--- config.mk ---
export PLATFORM = sky130hd
export DESIGN_NAME = pc_fetch_unit
export DESIGN_NICKNAME = d
export VERILOG_FILES = /design/src/rtl/pc_fetch_unit.sv
export SDC_FILE = /design/constraint.sdc
export NUM_CORES = 1
export LEC_CHECK = 0
export BUFFER_PORTS_ARGS = -buffer_cell sky130_fd_sc_hd__buf_2
export CAP_MARGIN = 20
export CORE_ASPECT_RATIO = 0.9
export CORE_MARGIN = 5
export CORE_UTILIZATION = 45
export DETAILED_ROUTE_END_ITERATION = 12
export GPL_TIMING_DRIVEN = 0
export PLACE_DENSITY = 0.69
export REMOVE_ABC_BUFFERS = 1
export SLEW_MARGIN = 20
export SYNTH_ARGS = -nofsm -noshare
export SYNTH_HDL_FRONTEND = slang
export SYNTH_SLANG_ARGS = --single-unit
--- constraint.sdc ---
create_clock -name clk -period 5.96 [get_ports clk]
set_input_delay 0 -clock clk [delete_from_list [all_inputs] [get_ports clk]]
set_output_delay 0 -clock clk [all_outputs]
set_load 0.02 [all_outputs]
--- src/rtl/pc_fetch_unit.sv ---
// pc_fetch_unit: program-counter and instruction-fetch front end.
//
// Issues in-order fetch requests from a PC register. At most two instructions
// may be in flight or buffered at once. Returned instructions are paired with
// their PC and are presented to decode through a 2-entry output FIFO. A
// redirect flushes the FIFO and arranges for every still-outstanding response
// to be discarded.
//
// Ports:
//   clk, rst                      clock, synchronous active-low reset
//   redirect_valid, redirect_pc   redirect request and target
//   imem_req_valid/addr/ready     fetch request handshake (addr == PC)
//   imem_rsp_valid/data           in-order fetch response, no back-pressure
//   id_valid/pc/inst/ready        instruction handshake toward decode

`ifndef PC_BOOT_ADDR
`define PC_BOOT_ADDR 64'h0000_0000_8000_0000
`endif

module pc_fetch_unit #(
    parameter int unsigned           DATA_WIDTH = 64,
    parameter int unsigned           INST_WIDTH = 32,
    parameter logic [DATA_WIDTH-1:0] BOOT_ADDR  = DATA_WIDTH'(`PC_BOOT_ADDR)
) (
    input  logic                  clk,
    input  logic                  rst,
    input  logic                  redirect_valid,
    input  logic [DATA_WIDTH-1:0] redirect_pc,
    output logic                  imem_req_valid,
    output logic [DATA_WIDTH-1:0] imem_req_addr,
    input  logic                  imem_req_ready,
    input  logic                  imem_rsp_valid,
    input  logic [INST_WIDTH-1:0] imem_rsp_data,
    output logic                  id_valid,
    output logic [DATA_WIDTH-1:0] id_pc,
    output logic [INST_WIDTH-1:0] id_inst,
    input  logic                  id_ready
);

    logic [DATA_WIDTH-1:0] pc_q, pc_d;
    logic [1:0]            ost_q, ost_d;            // outstanding requests
    logic [1:0]            drop_q, drop_d;          // responses still to discard
    logic [1:0]            fifo_cnt_q, fifo_cnt_d;

    // In-flight PC queue: PCs of issued requests awaiting their response.
    logic [DATA_WIDTH-1:0] ifq_q [2];
    logic [DATA_WIDTH-1:0] ifq_d [2];
    logic                  ifq_wr_q, ifq_wr_d, ifq_rd_q, ifq_rd_d;

    // Output FIFO toward decode.
    logic [DATA_WIDTH-1:0] fpc_q [2];
    logic [DATA_WIDTH-1:0] fpc_d [2];
    logic [INST_WIDTH-1:0] finst_q [2];
    logic [INST_WIDTH-1:0] finst_d [2];
    logic                  fifo_wr_q, fifo_wr_d, fifo_rd_q, fifo_rd_d;

    logic       id_fire, req_fire, rsp_fire, rsp_keep;
    logic [2:0] occupancy;
    logic       unused_redirect_lsb;

    assign unused_redirect_lsb = ^redirect_pc[1:0];

    // Outputs are gated by rst so nothing is presented while reset is sampled.
    assign id_valid = rst && (fifo_cnt_q != 2'd0);
    assign id_pc    = id_valid ? fpc_q[fifo_rd_q] : '0;
    assign id_inst  = id_valid ? finst_q[fifo_rd_q] : '0;
    assign id_fire  = id_valid && id_ready;

    // A same-cycle decode pop frees its slot immediately; this is what lets a
    // 1-cycle memory sustain one instruction per cycle without ever
    // overflowing the FIFO (in-flight + buffered never exceeds 2).
    assign occupancy      = {1'b0, ost_q} + {1'b0, fifo_cnt_q} - {2'b00, id_fire};
    assign imem_req_valid = rst && !redirect_valid && (occupancy < 3'd2);
    assign imem_req_addr  = pc_q;

    assign req_fire = imem_req_valid && imem_req_ready;
    // A response with nothing outstanding is a protocol error and is ignored.
    assign rsp_fire = imem_rsp_valid && (ost_q != 2'd0);
    assign rsp_keep = rsp_fire && (drop_q == 2'd0) && !redirect_valid;

    always_comb begin
        pc_d       = pc_q;
        ost_d      = ost_q + 2'(req_fire) - 2'(rsp_fire);
        drop_d     = drop_q;
        ifq_d      = ifq_q;
        ifq_wr_d   = ifq_wr_q;
        ifq_rd_d   = ifq_rd_q;
        fpc_d      = fpc_q;
        finst_d    = finst_q;
        fifo_wr_d  = fifo_wr_q;
        fifo_rd_d  = fifo_rd_q;
        fifo_cnt_d = fifo_cnt_q;

        if (redirect_valid) begin
            pc_d = {redirect_pc[DATA_WIDTH-1:2], 2'b00};
        end else if (req_fire) begin
            pc_d = pc_q + DATA_WIDTH'(4);
        end

        if (req_fire) begin
            ifq_d[ifq_wr_q] = pc_q;
            ifq_wr_d        = ~ifq_wr_q;
        end
        if (rsp_fire) begin
            ifq_rd_d = ~ifq_rd_q;
        end

        // Everything still outstanding after a redirect belongs to the old path.
        if (redirect_valid) begin
            drop_d = ost_q - 2'(rsp_fire);
        end else if (rsp_fire && (drop_q != 2'd0)) begin
            drop_d = drop_q - 2'd1;
        end

        if (redirect_valid) begin
            fifo_cnt_d = 2'd0;
            fifo_rd_d  = fifo_wr_q;
        end else begin
            if (rsp_keep) begin
                fpc_d[fifo_wr_q]   = ifq_q[ifq_rd_q];
                finst_d[fifo_wr_q] = imem_rsp_data;
                fifo_wr_d          = ~fifo_wr_q;
            end
            if (id_fire) begin
                fifo_rd_d = ~fifo_rd_q;
            end
            fifo_cnt_d = fifo_cnt_q + 2'(rsp_keep) - 2'(id_fire);
        end
    end

    always_ff @(posedge clk) begin
        if (!rst) begin
            pc_q       <= BOOT_ADDR;
            ost_q      <= 2'd0;
            drop_q     <= 2'd0;
            fifo_cnt_q <= 2'd0;
            ifq_wr_q   <= 1'b0;
            ifq_rd_q   <= 1'b0;
            fifo_wr_q  <= 1'b0;
            fifo_rd_q  <= 1'b0;
        end else begin
            pc_q       <= pc_d;
            ost_q      <= ost_d;
            drop_q     <= drop_d;
            fifo_cnt_q <= fifo_cnt_d;
            ifq_wr_q   <= ifq_wr_d;
            ifq_rd_q   <= ifq_rd_d;
            fifo_wr_q  <= fifo_wr_d;
            fifo_rd_q  <= fifo_rd_d;
        end
    end

    // Storage only; validity is tracked by the counters above.
    always_ff @(posedge clk) begin
        ifq_q   <= ifq_d;
        fpc_q   <= fpc_d;
        finst_q <= finst_d;
    end

endmodule
Word level (Yosys, flattened, before mapping)
Cells that the tools add are included.

word-level totals
  word-level logic and storage cells = 88
  output and inout port bits = 162
  bits of input ports = 102
  register bits = 394

operators by class
  $add $sub $neg = 9
  bitwise operators = 10
  $lt $le $gt $ge = 7
  muxes and demuxes = 26
  reductions and logical operators = 21

operators by type and width
  operator               count
  $mux 64                11
  $bwmux 128             2
  $mux 32                5
  $demux 64 s1           2
  $add 64x3->64 const B  1
  $bwmux 64              1
  $demux 32 s1           1
  $reduce_bool 2->1      6
  $logic_and 1x1->1      11
  $ge 2x2->1 const B     4
  $not 1->2              4
  $not 1->1              6
  $sub 2x1->2            3
  $add 2x1->2            2
  $lt 2x1->1 const B     2
  $mux 2                 2
  $add 2x2->3            1
  $lt 3x2->1 const B     1
  $sub 3x1->3            1
  $logic_not 2->1        1
  $mux 1                 2
  $reduce_and 2->1       1
  $reduce_or 2->1        1
  $sub 2x1->2 const B    1
  $logic_not 1->1        1

Longest topological paths before layout
Gate-level depths: netlist (run 1).

  word-level depth = 9
  gate-level depth with buffers = 19

Least setup slack after synthesis (run 1)
OpenSTA, ideal clock, no wires.

  path kind = reg2reg
  from = register fifo_cnt_q[0]
  to = register ifq_q[100] (netlist bit), enable pin
  cell stages (with the launch flop) = 15
  setup slack = -0.125 ns
  clock period less this slack = 6.085 ns
  required time = 5.478 ns
  arrival time = 5.602 ns
  buffers on the path = 4
  cell sequence = dfxtp_1 -> o21ai_1 -> inv_1 -> and2_1 -> ha_1 -> nand2b_1 -> fa_1 -> xor2_1 -> and4_1 -> buf_2 -> inv_1 -> clkbuf_1 -> clkbuf_1 -> buf_1 -> nor2_1

on the way
  cells in the longest elaborated chain, start to end = 7
  elaborated cells on any way between the ends = 8
  classes of those cells = add/sub (2); order compare (1); reduce/logical (5)

ends and longest elaborated chain
  element                   RTL line  RTL
  start: declaration        43        logic [1:0] fifo_cnt_q, fifo_cnt_d;
  start signal: assignment  145       fifo_cnt_q <= fifo_cnt_d;
  $reduce_bool 2->1         64        assign id_valid = rst && (fifo_cnt_q != 2'd0);
  $logic_and 1x1->1         64
  named net id_valid        34        output logic id_valid,
  $logic_and 1x1->1         67        assign id_fire = id_valid && id_ready;
  $sub 3x1->3               72        assign occupancy = {1'b0, ost_q} + {1'b0, fifo_cnt_q} - {2'b00, id_fire};
  $lt 3x2->1                73        assign imem_req_valid = rst && !redirect_valid && (occupancy < 3'd2);
  $logic_and 1x1->1         73
  $logic_and 1x1->1         76        assign req_fire = imem_req_valid && imem_req_ready;
  end signal: assignment    155       ifq_q <= ifq_d;
  end: declaration          46        logic [DATA_WIDTH-1:0] ifq_q [2];

The timed path passes the listed nets, and every way through them passes these cells.
A chain may end at the register's enable or synchronous reset.

Final worst setup path (run 1)
  from = register fifo_cnt_q[1]
  to = register pc_q[31] (netlist: imem_req_addr[31])

on the way
  cells in the longest elaborated chain, start to end = 8
  elaborated cells on any way between the ends = 9
  classes of those cells = add/sub (2); order compare (1); reduce/logical (6)

ends and longest elaborated chain
  element                                              RTL line  RTL
  branches (longest 3 deep; another with $add 2x2->3)  -
  $sub 3x1->3 (*)                                      72
  $lt 3x2->1 (*)                                       73
  $logic_and 1x1->1 (*)                                73
  $logic_and 1x1->1 (*)                                76
  $reduce_bool 2->1 (no source line) (*)               -
  end signal: assignment                               142       pc_q <= pc_d;
  end: declaration                                     40        logic [DATA_WIDTH-1:0] pc_q, pc_d;

Mark *: on every way between the ends.

==> impl_results.md, run 1 <==
* Run status: finished, final reports clean
* Setup bufs post-CTS at 0
* Async set or reset register ratio after synthesis at 0%
* Die X-Extent at between 200 and 250 µm
* Post-DR vias/cell at roughly 5.4
* Critical path, cell by cell: o21ai_4 -> inv_1 -> and2_1 -> ha_1 -> nand2b_1 -> fa_1 -> xor2_1 -> and4_2 -> inv_4 -> buf_12 -> nor3_2 -> nand3_1 -> nand3b_1 -> o2111ai_1 -> dlygate4sd3_1
* Initial Utilization at 45.50%
* Port bufs at between 200 and 300
* Core area at 34970 µm²
* Number of global-route vias before repair at about 11k
* Area leader, netlist: edfxtp_1
* Pwr Density at around 320 nW/µm²
* Crit start category: flip-flop
* Final core occ at approximately three fifths
* Post-CTS Resized at 0
* Layout Nets at ~1.7k
* Worst Path Arrival at approximately 5.6 ns
* Min Tclk post-route at ~5.1 ns
* GPL Wtd Cong at 0.8014
* Slew headroom at 39.46%
* I/O pins at 264
* Final setup viols at 0
* Cts bufs inserted at between 40 and 50
* Synthesis-to-finish area growth at 28.77%
* Period utilization at a little under 90%
* Die Area at roughly 39000 µm²
* Pre-Repair DR Iteration Count at 6
* Top cell type's share of synthesized area at approximately three fifths
* Critical path endpoint category: flip-flop
* Pins Over Slew Limit at 0
* Netlist cell types at 58
* RSZ-0062 raised after global routing: false
* Max incr delay on CP at ~0.74 ns
* Initial drt markers at 690
* Synth area leaders: edfxtp_1 59%, dfxtp_1 9.1%, mux2i_1 6.2%, mux2_2 4.7%, nor2_1 3.3%
* Global Route Usage Sum at approximately a fifth
* Critical path's top delay family: simple AND/OR/NAND/NOR gates
* Final WS setup at between 0.8 and 0.9 ns
* Routed via count at 11.04k
* Synthesized area at approximately 16000 µm²
* Peak VDD IR at roughly 0.22 mV
* Post-cts hold buffer count at 113
* Max Cap Viol at 0
* Hold Vio Cnt, Final at 0
* Wire per inst at slightly above 20 µm
* Initial antenna violation count at 1
* Final ANT Viol Nets at 0
* Maximum clock rate at roughly 190 MHz
* Slew @ Worst Pin at roughly 0.9 ns
* Antenna Cells at 0
* Clock skew at about 0.026 ns
* Crit path buf inv count at 4
* TritonCTS Sinks at between 300 and 400
* Sequential fraction of the synthesis area at roughly 68%
* CTS tree: yes
* Yosys reg bits at 384
* Synth warn at 0
* Max Root-Sink Buffers at 3
* Remaining DRCs at 0
* Hold Crit Class: in2reg
* H-tree levels at 2
* Worst slack, placed at 0.8920 ns
* Global-route wire length before repair at between 60000 and 70000 µm
* WL final at 41620 µm
* Placed cell count at around 1.9k
* Detailed placer's ending HPWL at roughly 27000 µm
* Fraction of layout cells with a size suffix above 1 at a little over a quarter
* Post-synth EDFFs at between 300 and 400
* Synth Area per Inst at 13.51 µm²
* Root buf cell: clkbuf_16
* CP max-delay cell: and4_2
* Clk slew on worst S/H paths at approximately 0.060 ns
* Static Leakage at about 7.5 nW
* Crit-path max FO at 51
* Cell Rows at 65
* Fin cells at about 2k
* Critical Path RT at 6.40 ns
* Gr ovfl total at 0
* Synth Instances at approximately 1.2k
* Largest net degree at the start of global routing at 59
* Clock insertion delay at the later pin of the skew report at approximately 0.56 ns
* Critical path class: reg2reg
* Total Power at about 6.5 mW
* Main synth FF type: edfxtp_1
* Die H at between 150 and 200 µm
[kinds of logic after synthesis]
family	count (synthesis)	synth area share (%)
AO/OA/AOI/OAI	151	5.670
other	1	0.02357
buffers and inverters	91	2.312
flip-flops	384	67.95
AND/OR/NAND/NOR	349	10.82
adder cells (fa/ha/maj)	10	0.8336
XOR/XNOR	27	1.486
multiplexers	165	10.91
[placed cells by master, fill, tap and decap left out, types with 3 or more instances in the layout]
| cell | instances |
|---|---|
| edfxtp_1 | 312 |
| buf_2 | 256 |
| nor2_1 | 138 |
| dlygate4sd3_1 | 113 |
| mux2i_1 | 98 |
| dfxtp_1 | 70 |
| mux2_2 | 67 |
| a21oi_1 | 61 |
| nand2_1 | 53 |
| clkbuf_16 | 41 |
| o21ai_0 | 34 |
| nand3_1 | 32 |
| nand4_1 | 32 |
| and3_1 | 22 |
| inv_1 | 18 |
| xor2_1 | 16 |
| nor3_1 | 14 |
| clkbuf_1 | 12 |
| xnor2_1 | 11 |
| o22ai_1 | 11 |
| a31oi_1 | 11 |
| and4_1 | 10 |
| buf_16 | 10 |
| and2_1 | 9 |
| ha_1 | 9 |
| nand2b_1 | 8 |
| nor4_1 | 8 |
| buf_12 | 8 |
| a41oi_1 | 6 |
| clkinv_2 | 6 |
| o31a_1 | 5 |
| conb_1 | 4 |
| clkbuf_8 | 4 |
| nor2_4 | 3 |
| a22oi_1 | 3 |
| clkinv_1 | 3 |
| bufinv_16 | 3 |
[path summary, 6_finish.rpt]
path	from	to	slack, ns	depth (start not counted)
worst min register to register	imem_req_addr[62]$_SDFFE_PN0P_	ifq_q[126]$_DFFE_PP_	0.51	0
worst max register to register	fifo_cnt_q[1]$_SDFF_PP0_	imem_req_addr[31]$_SDFFE_PN1P_	0.81	15
worst min-delay path	rst	imem_req_addr[21]$_SDFFE_PN0P_	0.04	2
worst max-delay path	fifo_cnt_q[1]$_SDFF_PP0_	imem_req_addr[31]$_SDFFE_PN1P_	0.81	15
[per-layer routing]
layer	GRT usage [%]	part of all wire, %	vias up
met5	0	0.034	-
met4	4.749	1.8	2
met3	3.895	6.6	58
met2	35.78	49	407
met1	27.57	42	5411
li1	-	-	5157
[worst register-to-register path, stage by stage (launching register included)]
cell	delay, ns
dfxtp_1	0.34
o21ai_4	0.47
inv_1	0.12
and2_1	0.26
ha_1	0.29
nand2b_1	0.16
fa_1	0.37
xor2_1	0.22
and4_2	0.74
inv_4	0.28
buf_12	0.28
nor3_2	0.51
nand3_1	0.17
nand3b_1	0.11
o2111ai_1	0.12
dlygate4sd3_1	0.61
[where the power goes]
part,switching (mW),internal [mW]
Combinational,0.422,0.367
Sequential,0.127,3.10
Clock,1.03,1.46
Total,1.58,4.93
[synthesized netlist by cell type (all sizes together), types with 2 or more instances]
cell type	n
a211oi	2
a21oi	61
a221oi	2
a22o	2
a22oi	3
a311o	2
a31oi	11
a32oi	2
a41oi	6
and2	11
and3	22
and4	11
buf	24
clkbuf	47
dfxtp	72
edfxtp	312
ha	9
inv	20
mux2	67
mux2i	98
nand2	53
nand2b	8
nand3	32
nand3b	2
nand4	33
nor2	141
nor3	16
nor4	11
nor4b	2
o21ai	35
o22ai	11
o31a	5
or3	2
or4	2
xnor2	11
xor2	16
[stage by stage]
stage | TNS, ns | hold WS (ns) | area [µm²]
CTS | 0 | 0.004246 | 20480
floorplan | -483.93 | 0.08082 | 15630
detailed placement | 0 | 0.1924 | 18020
global route | 0 | 0.02354 | 20490
finish | 0 | 0.04106 | 20490
global placement | -1824.64 | 0.1884 | 17500
[sequential cells by signal (all words and copies together) (netlist names)]
signal / flops
imem_req_addr: 62
finst_q: 64
drop_q: 2
ifq_q: 124
fifo_cnt_q: 2
ifq_rd_q: 1
fpc_q: 124
ost_q: 2
ifq_wr_q: 1
fifo_rd_q: 1
fifo_wr_q: 1
[final cells by class]
class | count | area [µm²]
Clock buffer | 57 | 1126
Clock inverter | 19 | 205.2
Fill cell | 2780 | 14480
Inverter | 20 | 80.08
Multi-Input combinational cell | 706 | 4805
Sequential cell | 384 | 10820
Tap cell | 469 | 586.8
Timing Repair Buffer | 389 | 2867
(Power assumes the default switching activity.)
==> inputs of run 2 (changes only) <==
--- a/config.mk
+++ b/config.mk
@@ -5,6 +5,7 @@
 export SDC_FILE = /design/constraint.sdc
 export NUM_CORES = 1
 export LEC_CHECK = 0
+export ABC_AREA = 1
 export BUFFER_PORTS_ARGS = -buffer_cell sky130_fd_sc_hd__buf_2
 export CAP_MARGIN = 20
 export CORE_ASPECT_RATIO = 0.9
@@ -12,7 +13,7 @@
 export CORE_UTILIZATION = 45
 export DETAILED_ROUTE_END_ITERATION = 12
 export GPL_TIMING_DRIVEN = 0
-export PLACE_DENSITY = 0.69
+export PLACE_DENSITY = 0.68
 export REMOVE_ABC_BUFFERS = 1
 export SLEW_MARGIN = 20
 export SYNTH_ARGS = -nofsm -noshare
==> run 2 against run 1 <==
  * Setup slack improved by 0.13 ns
  * Synthesized area rose by 10%
  * Maximum frequency rose by 2.6%
  * Sequential cell count did not move
  * Global-route usage rose by 0.76 points
  * First-iteration DRC count rose by 33%
  * Utilization fell by 1.3 points
  * Via count rose by 25%
  * Non-clock buffer count fell by 11
  * Critical endpoint is now imem_req_addr[9]$_SDFFE_PN0P_
==> impl_results.md, run 2 <==
* Run status: finished, final reports clean
* Max Cap Viol at 0
* Final core occ at 57.27%
* Hold Crit Class: in2reg
* Post-DR vias/cell at just under 5
* Fraction of layout cells with a size suffix above 1 at approximately 18%
* TritonCTS Sinks at between 300 and 400
* Cts bufs inserted at 42
* GPL Wtd Cong at 0.9241
* Synth area leaders: edfxtp_1 53%, nand2_1 17%, dfxtp_1 8.2%, inv_1 4.9%, nor2_1 2.4%
* Crit start category: flip-flop
* Die X-Extent at 218.3 µm
* Register area at roughly 11000 µm²
* Die H at 197.5 µm
* Reg2reg path depth at 18
* Clock skew at between 0.01 and 0.015 ns
* Commonest non-fill, non-tap cell in the layout: nand2_1
* Synth warn at 0
* Commonest non-fill, non-tap cells in the layout: 809 x nand2_1, 312 x edfxtp_1, 256 x buf_2
* Min Tclk post-route at between 5 and 6 ns
* Die Area at approximately 43000 µm²
* Initial Utilization at 45.71%
* Wire per inst at 16.66 µm
* Peak VDD IR at between 0.2 and 0.25 mV
* Period utilization at 84.18%
* Critical Path RT at approximately 6.4 ns
* WHS Endpoint: imem_req_addr[14]$_SDFFE_PN0P_
* Core area at ~38000 µm²
* Largest net degree at the start of global routing at 65
* RSZ-0062 raised after global routing: false
* Netlist cell types at 41
* Cell Rows at 68
* Post-synth EDFFs at between 300 and 400
* Critical path class: reg2reg
* Max Root-Sink Buffers at 3
* Area of the multi-input gates at about 5600 µm²
* Final ANT Viol Nets at 0
* Clock insertion delay at the later pin of the skew report at 0.55 ns
* Root buf cell: clkbuf_16
* Pwr Density at approximately 310 nW/µm²
* Clk slew on worst S/H paths at approximately 0.06 ns
* I/O pins at between 200 and 300
* H-tree levels at 2
* Slew @ Worst Pin at 1.008 ns
* CP Launch Point: fifo_cnt_q[1]$_SDFF_PP0_
* Placement Cell Area at 19630 µm²
* Sequential share of power at 49.0%
* Net Switching at ~1.8 mW
* Hold Path Stages at 3
* Hold Crit Start: redirect_valid
* Sw frac at about a quarter
* Layout Nets at approximately 2.4k
* Detailed placer's ending HPWL at around 32000 µm
* Layout fillers at around 3.3k
* Async set or reset register ratio after synthesis at 0%
* Worst Path Arrival at ~5.5 ns
* Sequential fraction of the synthesis area at about three fifths
* Setup bufs post-CTS at 0
* Clk network pwr share at a little under two fifths
* Main synth FF type: edfxtp_1
* Slew headroom at between 30% and 40%
* Number of global-route vias before repair at ~13k
* Port bufs at ~260
* Top cells by count, synth: 809 x nand2_1, 312 x edfxtp_1, 231 x inv_1, 111 x nor2_1, 72 x dfxtp_1
* Synth Area per Inst at about 9.1 µm²
* Yosys reg bits at 384
* Global-route wire length before repair at 72680 µm
* Finished Cell Area at roughly 22000 µm²
* Pins Over Slew Limit at 0
* Synthesized area at between 15000 and 20000 µm²
* Critical path endpoint category: flip-flop
* Initial antenna violation count at 0
* Top cell type's share of synthesized area at a little over half
* Top-count cell post-synth: nand2_1
* Initial drt markers at slightly above 900
* Synth Instances at 1936
* WL final at between 40000 and 50000 µm
* Maximum clock rate at ~200 MHz
* Synthesis-to-finish area growth at 25.28%
* Remaining DRCs at 0
* CTS tree: yes
* Routed via count at about 14k
* Global Route Usage Sum at a little over a fifth
* Hold Vio Cnt, Final at 0
* Crit-path max FO at 44
* Largest regs: fpc_q (124), ifq_q (124), finst_q (64)
* Worst reg2reg path startpoint: fifo_cnt_q[1]$_SDFF_PP0_
* Final setup viols at 0
* Antenna Cells at 0
* Int Pwr at about 5 mW
* Area leader, netlist: edfxtp_1
* R2r setup slk at between 0.9 and 1 ns
* Pre-Repair DR Iteration Count at 5
* Comb pwr share at a little over an eighth
* Total Power at a little under 7 mW
* Static Leakage at 9.920 nW
* Gr ovfl total at 0
* R2r endpoint: imem_req_addr[9]$_SDFFE_PN0P_
[run 2: changes by cell type in the layout (fill, tap and decap cells not counted), sizes merged, moves of 20 or more]
cell / delta
inv: +219
nand3: +24
mux2: -67
mux2i: -98
nand4: -20
o21ai: +35
nand2: +785
and3: -22
[run 2: worst max path at each step]
stage                                          endpoint  slack (ns)  cells past startpoint
final                     imem_req_addr[9]$_SDFFE_PN0P_        0.94                     18
after global routing      imem_req_addr[9]$_SDFFE_PN0P_        0.56                     18
after CTS                 imem_req_addr[9]$_SDFFE_PN0P_        0.95                     18
after detailed placement  imem_req_addr[9]$_SDFFE_PN0P_        1.49                     17
after global placement              ifq_q[51]$_DFFE_PP_       -4.05                     12
after floorplan                    ifq_q[100]$_DFFE_PP_       -0.90                     12
[run 2: cell type report]
cell class	instances	share of cell area (%)
clock inverter	15	0.5852
multi-input combinational	1240	25.37
inverter	241	4.176
timing repair buffer	378	12.25
sequential	384	49.12
clock buffer	61	5.517
tap	525	2.983
[run 2: stage by stage]
stage,setup WS [ns],cells,TNS (ns),hold slack [ns]
after global placement,-4.053,2647,-970.85,0.1884
after global routing,0.5614,2844,0,0.1070
final,0.9428,2844,0,0.09589
after detailed placement,1.487,2663,0,0.1916
after floorplan,-0.8982,1865,-111.37,0.09345
after CTS,0.9497,2844,0,0.04594
[run 2: routing by layer]
layer  track usage [%]  part of all wire [%]  vias to the layer above
li1                  -                     -                     6854
met1             28.17                    43                     6427
met2             36.23                    48                      377
met3             3.295                   5.4                       96
met4             8.535                   3.5                        0
met5                 0                     0                        -
[run 2: kinds of logic after synthesis]
family	count (synthesis)	synth area share (%)
AO/OA/AOI/OAI	145	4.484
XOR/XNOR	27	1.345
AND/OR/NAND/NOR	1054	24.94
adder cells (fa/ha/maj)	10	0.7545
other	1	0.02133
buffers and inverters	315	6.954
flip-flops	384	61.50
[run 2: power groups by stage]
stage	logic, mW	registers (mW)	clock network, mW
detailed placement	0.869	3.36	0
floorplan	0.490	3.38	0
finish	0.920	3.31	2.52
global route	1.04	3.33	2.69
CTS	0.932	3.31	2.59
global placement	0.775	3.42	0
[run 2: what timing repair did]
item | in CTS | in global routing
resized for setup | 0 | 0
hold buffers | 105 | 0
endpoints found under the hold margin | 133 | 0
[run 2: critical path, stage by stage, from the launching register on]
cell           delay [ns]
dfxtp_1              0.32
o21ai_0              0.33
clkinv_4             0.36
nand2_1              0.18
inv_1                0.09
ha_1                 0.27
or2_2                0.30
fa_1                 0.38
inv_1                0.07
nand2_1              0.04
nand2_1              0.11
nand4_4              0.28
nand2_2              0.78
inv_2                0.42
nand2_1              0.18
o211ai_1             0.11
nand2_1              0.07
dlygate4sd3_1        0.54
inv_1                0.04
==> inputs of run 3 (changes only) <==
==> constraint.sdc (replaced) <==
create_clock -name clk -period 4.4 [get_ports clk]
set_input_delay 0 -clock clk [delete_from_list [all_inputs] [get_ports clk]]
set_output_delay 0 -clock clk [all_outputs]
set_load 0.02 [all_outputs]
==> run 3 against run 2 <==
  * Register-to-register slack got worse by 0.68 ns
  * Sequential share of layout area about the same
  * Critical path depth decreased by 3
  * Maximum frequency increased by 21%
  * Non-clock buffer count decreased by 3
  * First-iteration DRC count decreased by 7.0%
  * Setup slack got worse by 0.68 ns
  * Utilization about the same
  * Wire length decreased by 0.27%
  * Design area about the same
  * Combinational power increased by 35%
  * Clock skew increased by 0.00087 ns
  * Largest power group unchanged
==> impl_results.md, run 3 (synthesis results as in run 2) <==
* Max Root-Sink Buffers at 3
* Crit-path max FO at between 40 and 50
* I/O pins at 264
* CP Launch Point: fifo_cnt_q[1]$_SDFF_PP0_
* CP max-delay cell: dlygate4sd3_1
* Critical path's top delay family: simple AND/OR/NAND/NOR gates
* Critical path class: reg2reg
* Reg2reg path depth at 15
* Clk slew on worst S/H paths at roughly 0.050 ns
* Synthesis-to-finish area growth at 25.20%
* RSZ-0062 raised after global routing: true
* Fraction of layout cells with a size suffix above 1 at between 10% and 20%
* Port bufs at around 260
* Remaining DRCs at 0
* Critical path, cell by cell: o21ai_0 -> clkinv_4 -> nand2_1 -> inv_1 -> ha_1 -> or2_2 -> fa_1 -> inv_1 -> nand2_1 -> nand2_1 -> nand4_4 -> nand2_8 -> o21ai_0 -> a31oi_1 -> dlygate4sd3_1
* Largest net degree at the start of global routing at 65
* Wire per inst at between 15 and 20 µm
* TritonCTS Sinks at approximately 380
* Setup bufs post-CTS at 0
* R2r setup slk at 0.27 ns
* Core area at a little under 40000 µm²
* Slew @ Worst Pin at 0.7715 ns
* Maximum clock rate at around 240 MHz
* Hold Crit Class: in2reg
* Die Area at around 43000 µm²
* Global-route wire length before repair at 72620 µm
* R2r endpoint: imem_req_addr[3]$_SDFFE_PN0P_
* Root buf cell: clkbuf_16
* Critical Path RT at ~5 ns
* Pwr Density at about 420 nW/µm²
* Pins Over Slew Limit at 0
* Hold Crit Start: redirect_valid
* Gr ovfl total at 0
* Commonest non-fill, non-tap cell in the layout: nand2_1
* Detailed placer's ending HPWL at 32180 µm
* GPL Wtd Cong at ~0.9
* Min Tclk post-route at between 4 and 5 ns
* H-tree levels at 2
* Post-DR vias/cell at 4.837
* Initial antenna violation count at 0
* Slew headroom at roughly 50%
* Crit path buf inv count at 4
* Pre-Repair DR Iteration Count at 5
* Clock skew at 0.01530 ns
* Die H at 197.5 µm
* Hold Path Stages at 3
* Largest regs: fpc_q (124), ifq_q (124), finst_q (64)
* Peak VDD IR at about 0.31 mV
* CTS tree: yes
* Initial drt markers at 854
* Layout Nets at 2396
* Total Power at 9.142 mW
* Commonest non-fill, non-tap cells in the layout: 809 x nand2_1, 312 x edfxtp_1, 256 x buf_2
* Worst slack, placed at -0.07255 ns
* Cts bufs inserted at 42
* Cell Rows at slightly below 70
* Die X-Extent at 218.3 µm
* Clock insertion delay at the later pin of the skew report at around 0.55 ns
* Final ANT Viol Nets at 0
* Worst reg2reg path startpoint: fifo_cnt_q[1]$_SDFF_PP0_
* Worst Path Arrival at 4.62 ns
* WL final at 47250 µm
* Antenna Cells at 0
* Max Cap Viol at 0
* Final WS setup at approximately 0.27 ns
* Hold slack at 0.09264 ns
* Routed via count at about 14k
* Hold Vio Cnt, Final at 0
* Initial Utilization at approximately 46%
* Global Route Usage Sum at a little over a fifth
* Max incr delay on CP at slightly below 0.6 ns
* Crit start category: flip-flop
* Critical path endpoint category: flip-flop
* Static Leakage at between 9 and 10 nW
* Run status: finished, final reports clean
* WHS Endpoint: imem_req_addr[17]$_SDFFE_PN0P_
* Final setup viols at 0
* Period utilization at around 94%
* Number of global-route vias before repair at ~13k
* Most common cell on crit path: nand2_1
run 3: worst max path at each step:
stage | to | slack [ns] | depth (start not counted)
finish | imem_req_addr[3]$_SDFFE_PN0P_ | 0.27 | 15
global route | imem_req_addr[3]$_SDFFE_PN0P_ | -0.02 | 15
CTS | imem_req_addr[62]$_SDFFE_PN0P_ | 0.00003 | 17
detailed placement | imem_req_addr[9]$_SDFFE_PN0P_ | -0.07 | 17
global placement | ifq_q[51]$_DFFE_PP_ | -5.61 | 12
floorplan | ifq_q[100]$_DFFE_PP_ | -2.46 | 12
run 3: repair_timing:
action | CTS | global route
hold buffers | 102 | 0
gates resized for setup | 1 | 3
setup endpoints to repair | 10 | 17
hold endpoints to repair | 133 | 0
run 3: through the flow:
stage	cells	setup TNS, ns	area [µm²]	util [%]
6_report	2841	0	22010	57.23
2_1_floorplan	1865	-482.78	17270	-
3_5_place_dp	2663	-0.2605	19630	51.04
3_3_place_gp	2647	-1707.96	19210	49.96
4_1_cts	2841	0	22000	57.20
5_1_grt	2841	-0.03434	22010	57.23
run 3: layer usage:
layer	up-vias	track usage, %	wire length [µm]
met5	-	0	0
met4	0	8.535	1712
met3	102	3.295	2725
met2	409	36.16	22410
met1	6383	28.17	20410
li1	6848	-	-
run 3: power breakdown:
group          total (mW)  internal (mW)  switching [mW]
clock                3.42           2.03            1.38
sequential           4.48           4.28           0.198
combinational        1.24          0.421           0.823
run 3: layout make-up:
type                    count  area [µm²]
clock inverters            15       128.9
fillers                  3329       16450
flip-flops and latches    384       10820
clock buffers              61        1215
repair buffers            375        2668
inverters                 241       922.1
multi-input cells        1240        5600
well taps                 525       656.9
run 3: worst min-delay path, delay by kind of cell:
family | cells | cell delay, ns
AOI/OAI and AO/OA | 1 | 0.08
buffers and inverters | 1 | 0.30
and+or+nand+nor | 1 | 0.16
